`config.mk`:
```
export PLATFORM = sky130hd
export DESIGN_NAME = muldiv_unit
export DESIGN_NICKNAME = d
export VERILOG_FILES = /design/src/rtl/muldiv_unit.sv
export SDC_FILE = /design/constraint.sdc
export NUM_CORES = 1
export LEC_CHECK = 0
export BUFFER_PORTS_ARGS = -buffer_cell sky130_fd_sc_hd__buf_2
export CAP_MARGIN = 20
export CORE_ASPECT_RATIO = 1.2
export CORE_MARGIN = 4
export CORE_UTILIZATION = 35
export DETAILED_ROUTE_END_ITERATION = 7
export GPL_TIMING_DRIVEN = 0
export SKIP_LAST_GASP = 1
export SYNTH_ARGS = -nofsm -noshare
export SYNTH_HDL_FRONTEND = slang
export SYNTH_SLANG_ARGS = --single-unit
```
`constraint.sdc`:
```
create_clock -name clk -period 4.67 [get_ports clk]
set_clock_uncertainty 0.05 [all_clocks]
set_input_delay 1.401 -clock clk [delete_from_list [all_inputs] [get_ports clk]]
set_output_delay 1.401 -clock clk [all_outputs]
set_load 0.01 [all_outputs]
```
`src/rtl/muldiv_unit.sv`:
```
// muldiv_unit: iterative multiply/divide unit with architectural HI/LO.
// mult/multu use shift-add and div/divu use restoring division, one bit per
// cycle. Every operation takes WIDTH+1 cycles, including divide by zero.
// Optional feature: define MULDIV_SIGNED_EN to enable signed mult/div.
// When it is undefined, op[0] is ignored and all operations are unsigned.
module muldiv_unit #(
  parameter int WIDTH = 32
) (
  input  logic             clk,
  input  logic             reset,
  input  logic             start,
  input  logic [1:0]       op,
  input  logic [WIDTH-1:0] a,
  input  logic [WIDTH-1:0] b,
  input  logic             hi_we,
  input  logic             lo_we,
  input  logic [WIDTH-1:0] wdata,
  output logic             busy,
  output logic             done,
  output logic [WIDTH-1:0] hi,
  output logic [WIDTH-1:0] lo
);

  localparam int CW = $clog2(WIDTH + 1);

  typedef enum logic [1:0] {
    IDLE   = 2'd0,
    RUN    = 2'd1,
    FINISH = 2'd2
  } state_t;

  state_t               state_r, state_nxt_s;
  logic                 busy_r, busy_nxt_s, done_r, done_nxt_s;
  logic [CW-1:0]        cnt_r;
  logic [2*WIDTH-1:0]   acc_r;      // multiply: {partial, multiplier}; divide: {rem, quot}
  logic [WIDTH-1:0]     opnd_r;     // multiplicand or divisor magnitude
  logic                 is_div_r;
  logic [WIDTH-1:0]     hi_r, lo_r;
  logic [WIDTH-1:0]     a_mag_s, b_mag_s;
  logic [WIDTH:0]       mul_sum_s, div_trial_s;
  logic [2*WIDTH-1:0]   mul_next_s, div_next_s;
  logic [WIDTH-1:0]     res_hi_s, res_lo_s;

  // Two's-complement negation at operand width.
  function automatic logic [WIDTH-1:0] neg_w(input logic [WIDTH-1:0] v);
    return ~v + {{(WIDTH-1){1'b0}}, 1'b1};
  endfunction

  // Two's-complement negation at double width.
  function automatic logic [2*WIDTH-1:0] neg_2w(input logic [2*WIDTH-1:0] v);
    return ~v + {{(2*WIDTH-1){1'b0}}, 1'b1};
  endfunction

`ifdef MULDIV_SIGNED_EN
  logic a_neg_s, b_neg_s;
  logic neg_q_r, neg_rem_r, div0_r;
  assign a_neg_s = op[0] & a[WIDTH-1];
  assign b_neg_s = op[0] & b[WIDTH-1];
  assign a_mag_s = a_neg_s ? neg_w(a) : a;
  assign b_mag_s = b_neg_s ? neg_w(b) : b;
`else
  logic unused_op0_s;
  assign unused_op0_s = op[0];
  assign a_mag_s      = a;
  assign b_mag_s      = b;
`endif

  // One shift-add step and one restoring-division step, chosen later by op.
  always_comb begin
    mul_sum_s   = {1'b0, acc_r[2*WIDTH-1:WIDTH]} +
                  (acc_r[0] ? {1'b0, opnd_r} : {(WIDTH+1){1'b0}});
    mul_next_s  = {mul_sum_s, acc_r[WIDTH-1:1]};
    div_trial_s = {acc_r[2*WIDTH-1:WIDTH], acc_r[WIDTH-1]} - {1'b0, opnd_r};
    if (div_trial_s[WIDTH]) begin
      div_next_s = {acc_r[2*WIDTH-2:0], 1'b0};
    end else begin
      div_next_s = {div_trial_s[WIDTH-1:0], acc_r[WIDTH-2:0], 1'b1};
    end
  end

  // Final sign correction of the magnitude result written at FINISH.
  always_comb begin
    res_hi_s = acc_r[2*WIDTH-1:WIDTH];
    res_lo_s = acc_r[WIDTH-1:0];
`ifdef MULDIV_SIGNED_EN
    if (is_div_r) begin
      // Divide by zero keeps the all-ones quotient regardless of signs.
      if (neg_q_r && !div0_r) begin
        res_lo_s = neg_w(acc_r[WIDTH-1:0]);
      end else begin
        res_lo_s = acc_r[WIDTH-1:0];
      end
      if (neg_rem_r) begin
        res_hi_s = neg_w(acc_r[2*WIDTH-1:WIDTH]);
      end else begin
        res_hi_s = acc_r[2*WIDTH-1:WIDTH];
      end
    end else begin
      if (neg_q_r) begin
        {res_hi_s, res_lo_s} = neg_2w(acc_r);
      end else begin
        {res_hi_s, res_lo_s} = acc_r;
      end
    end
`endif
  end

  // Next-state and registered-output decode for the control FSM.
  always_comb begin
    state_nxt_s = state_r;
    case (state_r)
      IDLE: begin
        if (start) state_nxt_s = RUN;
        else       state_nxt_s = IDLE;
      end
      RUN: begin
        if (cnt_r == CW'(1)) state_nxt_s = FINISH;
        else                 state_nxt_s = RUN;
      end
      FINISH:  state_nxt_s = IDLE;
      default: state_nxt_s = IDLE;
    endcase
    busy_nxt_s = (state_nxt_s != IDLE);
    done_nxt_s = (state_r == FINISH);
  end

  // Control state, busy and done registers.
  always_ff @(posedge clk or negedge reset) begin
    if (!reset) begin
      state_r <= IDLE;
      busy_r  <= 1'b0;
      done_r  <= 1'b0;
    end else begin
      state_r <= state_nxt_s;
      busy_r  <= busy_nxt_s;
      done_r  <= done_nxt_s;
    end
  end

  // Datapath: operand capture, iteration, and HI/LO updates.
  always_ff @(posedge clk or negedge reset) begin
    if (!reset) begin
      cnt_r     <= {CW{1'b0}};
      acc_r     <= {(2*WIDTH){1'b0}};
      opnd_r    <= {WIDTH{1'b0}};
      is_div_r  <= 1'b0;
      hi_r      <= {WIDTH{1'b0}};
      lo_r      <= {WIDTH{1'b0}};
`ifdef MULDIV_SIGNED_EN
      neg_q_r   <= 1'b0;
      neg_rem_r <= 1'b0;
      div0_r    <= 1'b0;
`endif
    end else begin
      case (state_r)
        IDLE: begin
          if (hi_we) hi_r <= wdata;
          if (lo_we) lo_r <= wdata;
          if (start) begin
            cnt_r    <= CW'(WIDTH);
            is_div_r <= op[1];
            if (op[1]) begin
              acc_r  <= {{WIDTH{1'b0}}, a_mag_s};
              opnd_r <= b_mag_s;
            end else begin
              acc_r  <= {{WIDTH{1'b0}}, b_mag_s};
              opnd_r <= a_mag_s;
            end
`ifdef MULDIV_SIGNED_EN
            neg_q_r   <= a_neg_s ^ b_neg_s;
            neg_rem_r <= a_neg_s;
            div0_r    <= (b == {WIDTH{1'b0}});
`endif
          end
        end
        RUN: begin
          cnt_r <= cnt_r - CW'(1);
          acc_r <= is_div_r ? div_next_s : mul_next_s;
        end
        FINISH: begin
          hi_r <= res_hi_s;
          lo_r <= res_lo_s;
        end
        default: begin
          cnt_r <= {CW{1'b0}};
        end
      endcase
    end
  end

  assign busy = busy_r;
  assign done = done_r;
  assign hi   = hi_r;
  assign lo   = lo_r;

endmodule

```
Yosys cells after proc, flatten, opt, wreduce, memory -nomap -nowiden
Index checks and enable logic that the tools add are counted.
{"block": "word_totals", "ff_bits": 171, "input_bits": 103, "out_inout_bits": 66, "wordCells": 44}
{"block": "classes", "n_addsub": 3, "eq_ne": 6, "mux": 16, "n_bitwise": 1, "reduce_logical": 9}
{"operator": "64-bit 2-to-1 mux", "count": 3}
{"operator": "32-bit 2-to-1 mux", "count": 5}
{"operator": "32-bit one-hot mux with 2 select lines", "count": 2}
{"operator": "64-bit one-hot mux with 2 select lines", "count": 1}
{"operator": "32-bit by 32-bit adder with 33-bit output", "count": 1}
{"operator": "33-bit by 32-bit subtractor with 33-bit output", "count": 1}
{"operator": "6-bit one-hot mux with 3 select lines", "count": 1}
{"operator": "2-bit AND reduction", "count": 5}
{"operator": "6-bit by 1-bit equality test with 1-bit output (second input constant)", "count": 1}
{"operator": "6-bit 2-to-1 mux", "count": 1}
{"operator": "2-bit != test (second input constant)", "count": 3}
{"operator": "2-bit nonzero test", "count": 3}
{"operator": "6-bit by 1-bit subtractor with 6-bit output (second input constant)", "count": 1}
{"operator": "2-bit one-hot mux with 2 select lines", "count": 1}
{"operator": "2-bit by 1-bit equality test with 1-bit output (second input constant)", "count": 1}
{"operator": "2-bit equality test (second input constant)", "count": 1}
{"operator": "2-bit zero test", "count": 1}
{"operator": "2-bit 2-to-1 mux", "count": 1}
{"operator": "1-bit 2-to-1 mux", "count": 1}
{"operator": "1-bit NOT", "count": 1}

Depth between registers and ports, before layout
Gate-level depths: netlist of run 1.
{"block": "depth", "ltp_word": 4, "depth_mapped": 13, "ltp_nobuf": 13}

Worst setup path before layout of run 1
No wires, ideal clock.
{"block": "synth_timing", "kind": "register to register", "startpoint": "register acc_r[0]", "endpoint": "register acc_r[61]", "arrival_time_ns": 3.011, "required_time_ns": 4.494, "slack_ns": 1.483, "path_stages_with_launch": 13, "path_buffers": 0, "period_less_slack_ns": 3.187, "cell_sequence": "dfrtp_1 and2_1 ha_1 inv_1 fa_1 nor2b_1 o31ai_2 a2bb2oi_2 a2111oi_4 o31ai_1 mux2_1 a32o_1 a221o_1"}
{"block": "synth_between", "elab_chain_cells": 4}
{"element": "from (decl)", "line_no": "35", "rtl": "logic [2*WIDTH-1:0] acc_r;"}
{"element": "from (signal assigned)", "line_no": "144", "rtl": "acc_r <= {(2*WIDTH){1'b0}};"}
{"element": "from (signal assigned)", "line_no": "163", "rtl": "acc_r <= {{WIDTH{1'b0}}, a_mag_s};"}
{"element": "from (signal assigned)", "line_no": "166", "rtl": "acc_r <= {{WIDTH{1'b0}}, b_mag_s};"}
{"element": "32-bit 2-to-1 mux", "line_no": "71", "rtl": "(acc_r[0] ? {1'b0, opnd_r} : {(WIDTH+1){1'b0}});"}
{"element": "32-bit by 32-bit adder with 33-bit output", "line_no": "70", "rtl": "mul_sum_s = {1'b0, acc_r[2*WIDTH-1:WIDTH]} +"}
{"element": "64-bit 2-to-1 mux", "line_no": "178", "rtl": "acc_r <= is_div_r ? div_next_s : mul_next_s;"}
{"element": "64-bit one-hot mux with 2 select lines", "line_no": "155", "rtl": "case (state_r)"}
Every way passes these cells.
A chain may end at the register's enable or synchronous reset.

Final worst setup path of run 1
Ends and elaborated chain as after synthesis.

==> metrics.yaml, run 1 <==
outcome:
  status: "finished clean"
finish:
  drive_above_1_share_pct: 15.3
  seq_area_um2: 4280
  fillers: 3546
  syn2layout_area_growth_pct: 16.9
  final_net_count: 1794
  multi_input_area_um2: 7370
  design_area_um2: 14200
  final_util_pct: 41.7
  antenna_cells: 0
timing:
  drv_slew: 0
  worst_pin_slew_ps: 1060
  rsz0062_at_grt: "false"
  fmax_mhz: 258
  setup_tns_ps: 0
  finalCritPeriodShare_pct: 83.0
  setup_viol: 0
  hold_viol_final: 0
  period_minus_slack_ps: 3880
  worst_slew_margin_rel_pct: 29.4
worst_setup_path:
  cp-end-kind: "flop"
  cp.required_ps: 4960
  arrival_ps: 4160
  path_class: "reg -> reg"
  cp-start-kind: "flop"
  critPathMaxFanout: 10
floorplanning:
  dieArea_um2: 37900
  pin_count: 169
  fp.dieW_um: 178
  die-height_um: 212
  fp-row-count: 74
  initial_core_util_pct: 35.6
  core_um2: 34200
synth:
  synth-seq-cells: 171
  async_flop_share_pct: 100
  yosys_most_used_dff: "dfrtp_1"
  syn_inst: 1436
  ys_seq_area_share_pct: 35.1
  mappedNetlistArea_um2: 12200
  synth_area_leaders: "dfrtp_1 35%, a21oi_1 7.5%, mux2i_1 7.3%"
  synth_enable_flop_cells: 0
  synth_top_area_share_pct: 35.1
  synthesis.nets: 1607
  yosysTopAreaCell: "dfrtp_1"
  yosysUniqueCellTypes: 71
  avgSynthCellArea_um2: 8.48
  ys_warn_count: 0
clock_network:
  cts_buffers: 17
  cts.sinks: 171
  clk_transition_reported_paths_ps: 70
  clk_latency_ps: 450
  cts_tree: "done"
  ctsResizeCount: 0
  cts_root_buf: "clkbuf_16"
  clockBufferDepth: 2
  ctsHtreeMaxLevel: 4
  postCtsSetupRepairBufs: 0
  holdBufCountCts: 0
detailed_routing:
  ant_nets: 0
  drt_iter0_drc: 759
  drt-total-wl_um: 41900
  drcViolationCount: 0
  detail_route.vias_per_cell: 5.48
  num_vias: 11500
  drtPass1Iterations: 6
  wl_per_cell_um: 20.0
power:
  p_per_area_nw_per_um2: 843
  power.leakage_nw: 6.66
  ir_drop_mv: 0.272
  power_mw: 12.0
place:
  gp_congestion: 0.898
  placed_area_um2: 13600
  io_buffers: 166
  hpwlAfterDp_um: 32400
global_route:
  grt_max_degree: 103
  grt.total_usage_pct: 22.1
  grt_overflow: 0
  antenna_found_initial: 0
  grt_pass1_vias: 11500
  grt_pass1_wl_um: 65100
hold_path:
  min_path_type: "reg -> reg"
run:
  maxCapViolations: 0
-- worst paths after layout --
kind,start,to,slack [ps],cells after the start
min reg2reg,lo[1],lo[1],420,2
max,acc_r[0],acc_r[61],790,11
max in group asynchronous,reset,opnd_r[23],2750,2
max reg2reg,acc_r[0],acc_r[61],790,11
min,lo[1],lo[1],420,2
min in group asynchronous,reset,cnt_r[5],860,1
-- cells by family (layout without fill, tap and decap cells) --
kind of cell,Yosys count,count (layout),share of synthesized area [%]
simple gates,404,404,15.4
flops,171,171,35.1
buf+inv,134,334,4.33
fa+ha+maj,68,68,7.11
compound gates,489,489,24.1
xor+xnor,48,48,3.61
mux,122,122,10.4
-- routing by layer --
metal	routed length, um	track usage, %
met4	1420	8.79
met5	0	0
met3	1750	2.88
met2	20900	37.7
met1	17800	28.5
-- report_power, final --
part	internal, mW	switching (mW)
clock	0.819	0.683
sequential	2.25	0.750
combinational	3.06	4.44
total	6.13	5.87
-- per-stage QoR --
step           hold slack (ps)  instances  setup slack [ps]
4_1_cts                    432       2092               849
6_report                   425       2092               792
5_1_grt                    448       2092               496
3_3_place_gp               414       2058              -909
3_5_place_dp               417       2060               556
2_1_floorplan              402       1436              1480
-- critical path, cell delays in order (launching register included) --
cell and delay (ps):
dfrtp_1 550, clkbuf_1 380, nand2_1 160, fa_1 450, nor2b_1 200, o31ai_2 110
a2bb2oi_2 330, a2111oi_4 170, o31ai_1 490, mux2_1 370, a32o_1 250, a221o_1 260
-- cell usage in the layout (no fill, tap or decap), types with 7 or more instances in the layout --
| master | count |
|---|---|
| nand4_1 | 8 |
| nor2_1 | 108 |
| nor3_1 | 14 |
| a31oi_1 | 7 |
| a21oi_1 | 182 |
| nand3_1 | 16 |
| dfrtp_1 | 171 |
| clkbuf_1 | 65 |
| o21ai_1 | 10 |
| nor2b_1 | 43 |
| ha_1 | 66 |
| clkbuf_16 | 17 |
| xor2_1 | 18 |
| and3_1 | 8 |
| a22oi_1 | 21 |
| o21a_1 | 12 |
| o21bai_1 | 9 |
| xnor2_1 | 29 |
| a21o_1 | 19 |
| a211oi_1 | 10 |
| nand2b_1 | 7 |
| mux2_2 | 32 |
| and2_1 | 37 |
| inv_1 | 56 |
| mux2i_1 | 89 |
| nand2_1 | 148 |
| o21ai_0 | 156 |
| buf_2 | 166 |
| buf_1 | 9 |
-- sequential cells by signal (all words and copies together) (netlist names) --
register / count
cnt_r: 6
state_r: 2
opnd_r: 32
lo: 32
is_div_r: 1
busy: 1
done: 1
hi: 32
acc_r: 64
-- Yosys cell counts (12+ instances only) --
master / instances
a21oi_1: 182
dfrtp_1: 171
o21ai_0: 156
nand2_1: 148
nor2_1: 108
mux2i_1: 89
ha_1: 66
clkbuf_1: 64
inv_1: 56
nor2b_1: 43
and2_1: 37
mux2_2: 32
xnor2_1: 29
a22oi_1: 21
a21o_1: 19
xor2_1: 18
nand3_1: 16
nor3_1: 14
o21a_1: 12
-- final cells by class --
class / instances / area share [%]
multi-input cells: 1131 / 51.8
plain buffers: 78 / 2.22
repair buffers: 168 / 6.18
clock inverters: 13 / 1.13
well taps: 456 / 4.01
flip-flops and latches: 171 / 30.1
clock buffers: 19 / 3.11
inverters: 56 / 1.48
(Power assumes the default switching activity.)
==> run 2: changes to the inputs <==
ABC_AREA = 1   (was unset)
clock period = 3.95 ns   (was 4.67 ns; I/O delays follow)
==> metrics.yaml, run 2 <==
power:
  seq_power_share_pct: 47.2  # was 25.0%
  power.leakage_nw: 8.85  # was 6.66 nW
  power_mw: 3.71  # was 12.0 mW
  switching_power_mw: 0.986  # was 5.87 mW
  p_int_mw: 2.72  # was 6.13 mW
  p_per_area_nw_per_um2: 231  # was 843 nW/um2
  ir_drop_mv: 0.312  # was 0.272 mV
  p_comb_share_pct: 5.1  # was 62.5%
  sw_frac_of_total_pct: 26.6  # was 48.9%
  clock_power_share_pct: 47.8  # was 12.5%
floorplanning:
  fp.dieW_um: 190  # was 178 um
  die-height_um: 227  # was 212 um
  initial_core_util_pct: 35.7  # was 35.6%
  pin_count: 169  # unchanged
  core_um2: 39000  # was 34200 um2
  dieArea_um2: 43100  # was 37900 um2
  fp-row-count: 79  # was 74
synth:
  synth_xor_area_share_pct: 1.19  # was 3.61%
  synth-seq-cells: 171  # unchanged
  synth_fa_ha_area_share_pct: 6.22  # was 7.11%
  synth_enable_flop_cells: 0  # unchanged
  ys_top_cells_by_count: "678 x nand2_1, 320 x inv_1, 176 x o21ai_0, 171 x dfrtp_1, 120 x nor2_1"  # was 182 x a21oi_1, 171 x dfrtp_1, 156 x o21ai_0, 148 x nand2_1, 108 x nor2_1
  avgSynthCellArea_um2: 6.61  # was 8.48 um2
  ys_seq_area_share_pct: 30.7  # was 35.1%
  synth-simple-area-share_pct: 30.8  # was 15.4%
  synth_compound_area_share_pct: 14.6  # was 24.1%
  yosysUniqueCellTypes: 43  # was 71
  synth_top_family_by_area: "simple AND/OR/NAND/NOR gates"  # was compound AO/OA/AOI/OAI gates
  mappedNetlistArea_um2: 13900  # was 12200 um2
  async_flop_share_pct: 100  # unchanged
  synth.mux.area_fraction_pct: 5.17  # was 10.4%
  synthesis.nets: 2279  # was 1607
  ys_warn_count: 0  # unchanged
  synth.most_common_cell: "nand2_1"  # was a21oi_1
  synth_area_leaders: "dfrtp_1 31%, nand2_1 18%, inv_1 8.6%"  # was dfrtp_1 35%, a21oi_1 7.5%, mux2i_1 7.3%
  yosys_most_used_dff: "dfrtp_1"  # unchanged
  synth_top_area_share_pct: 30.7  # was 35.1%
  yosysTopAreaCell: "dfrtp_1"  # unchanged
  syn_inst: 2108  # was 1436
clock_network:
  ctsHtreeMaxLevel: 4  # unchanged
  clk_transition_reported_paths_ps: 80  # was 70 ps
  cts.sinks: 171  # unchanged
  ctsResizeCount: 0  # unchanged
  cts_root_buf: "clkbuf_16"  # unchanged
  holdBufCountCts: 0  # unchanged
  cts_tree: "done"  # unchanged
  cts_buffers: 17  # unchanged
  clk_latency_ps: 450  # about the same
  clockBufferDepth: 2  # unchanged
  postCtsSetupRepairBufs: 0  # unchanged
detailed_routing:
  drt_iter0_drc: 1290  # was 759
  drcViolationCount: 0  # unchanged
  drt-total-wl_um: 56800  # was 41900 um
  ant_nets: 0  # unchanged
  detail_route.vias_per_cell: 5.20  # was 5.48
  wl_per_cell_um: 20.0  # about the same
  drtPass1Iterations: 7  # was 6
  num_vias: 14800  # was 11.5k
worst_setup_path:
  critical_path.most_common_cell: "nand2_1"
  cp-start-kind: "flop"  # unchanged
  cp.required_ps: 4250  # was 4960 ps
  critPathMaxFanout: 7  # was 10
  arrival_ps: 3900  # was 4160 ps
  path_class: "reg -> reg"  # unchanged
  cp-end-kind: "flop"  # unchanged
  worst_path_max_delay_cell: "clkbuf_1"  # was dfrtp_1
  cp_cell_sequence: "clkbuf_1 > nand2_1 > inv_1 > ha_1 > inv_1 > fa_1 > o21ai_1 > nand2_1 > nand2_1 > nand2_1 > nand2_1 > nand2_1 > nand3_1 > nand3_1 > nand2_1 > inv_1 > nand2_1 > nand2_1"  # was clkbuf_1 > nand2_1 > fa_1 > nor2b_1 > o31ai_2 > a2bb2oi_2 > a2111oi_4 > o31ai_1 > mux2_1 > a32o_1 > a221o_1
  critPathMaxStageDelay_ps: 540  # was 550 ps
timing:
  drv_slew: 0  # unchanged
  setup_viol: 0  # unchanged
  finalCritPeriodShare_pct: 91.4  # was 83.0%
  worst_slew_margin_rel_pct: 28.8  # was 29.4%
  setup_tns_ps: 0  # unchanged
  fmax_mhz: 277  # was 258 MHz
  hold_viol_final: 0  # unchanged
  rsz0062_at_grt: "false"  # unchanged
  worst_pin_slew_ps: 1060  # about the same
  period_minus_slack_ps: 3610  # was 3880 ps
finish:
  largest-register: "acc_r"  # unchanged
  largest_register_ffs: 64  # unchanged
  syn2layout_area_growth_pct: 15.4  # was 16.9%
  final_common_cell: "nand2_1"  # was a21oi_1
  drive_above_1_share_pct: 14.1  # was 15.3%
  final_cell_mix: "678 x nand2_1, 320 x inv_1, 176 x o21ai_0, 171 x dfrtp_1, 167 x buf_2"  # was 182 x a21oi_1, 171 x dfrtp_1, 166 x buf_2, 156 x o21ai_0, 148 x nand2_1
  final_net_count: 2466  # was 1794
outcome:
  status: "finished clean"  # unchanged
run:
  maxCapViolations: 0  # unchanged
global_route:
  grt.total_usage_pct: 25.7  # was 22.1%
  antenna_found_initial: 2  # was 0
  grt_overflow: 0  # unchanged
  grt_pass1_vias: 14100  # was 11.5k
  grt_pass1_wl_um: 84200  # was 65100 um
  grt_max_degree: 102  # was 103
hold_path:
  min_path_type: "reg -> reg"  # unchanged
place:
  hpwlAfterDp_um: 47300  # was 32400 um
  gp_congestion: 0.956  # was 0.898
  io_buffers: 166  # unchanged
[run 2: critical path: cells and delay by family (launching register included)]
kind                     cells  cell delay, ps
adder cells (fa/ha/maj)      2             740
buffers and inverters        4             790
AND/OR/NAND/NOR             11            1170
flip-flops                   1             340
AO/OA/AOI/OAI                1             420
[run 2: cell families after synthesis]
kind of cell | count (synthesis)
flip-flops | 171
AO/OA/AOI/OAI | 371
adder cells (fa/ha/maj) | 68
AND/OR/NAND/NOR | 1010
XOR/XNOR | 19
multiplexers | 64
buffers and inverters | 405
[run 2: area by class of cell]
class | instances | area (um2)
antenna | 3 | 7.51
multi-input combinational | 1532 | 8070
tap | 526 | 658
buffer | 78 | 350
clock buffer | 18 | 439
fill | 4258 | 23000
sequential | 171 | 4280
inverter | 327 | 1230
timing repair buffer | 168 | 880
clock inverter | 14 | 156
[run 2: worst paths after layout]
check	depth (start not counted)	endpoint	startpoint	slack, ps
worst max-delay path	18	acc_r[61]	acc_r[0]	340
worst min-delay path	1	hi[2]	hi[2]	450
worst max register to register	18	acc_r[61]	acc_r[0]	340
worst min register to register	1	hi[2]	hi[2]	450
max in group asynchronous	2	acc_r[54]	reset	2300
min in group asynchronous	1	lo[7]	reset	640
[run 2: stage by stage]
stage,instance area (um2),hold WS [ps],worst slack [ps],std cells,utilization [%]
final,16100,451,341,2837,41.2
after global routing,16100,459,89.7,2836,41.1
after CTS,16000,454,351,2833,41.1
after detailed placement,15500,437,374,2801,39.6
after global placement,15400,432,-1160,2800,39.5
after floorplan,13900,450,1550,2108,-
[run 2: power by group through the flow]
stage	clock network, mW	logic, mW	registers (mW)
global placement	0	0.179	1.78
global route	1.85	0.208	1.75
detailed placement	0	0.186	1.78
finish	1.77	0.187	1.75
floorplan	0	0.0556	1.78
CTS	1.78	0.186	1.75
[run 2: layer usage]
| metal | up-vias | global-route usage (%) | routed length, um |
|---|---|---|---|
| met2 | 501 | 43.8 | 27500 |
| li1 | 7136 | - | - |
| met3 | 96 | 3.08 | 3360 |
| met1 | 7023 | 33.4 | 23700 |
| met5 | - | 0 | 0 |
| met4 | 0 | 10.2 | 2240 |
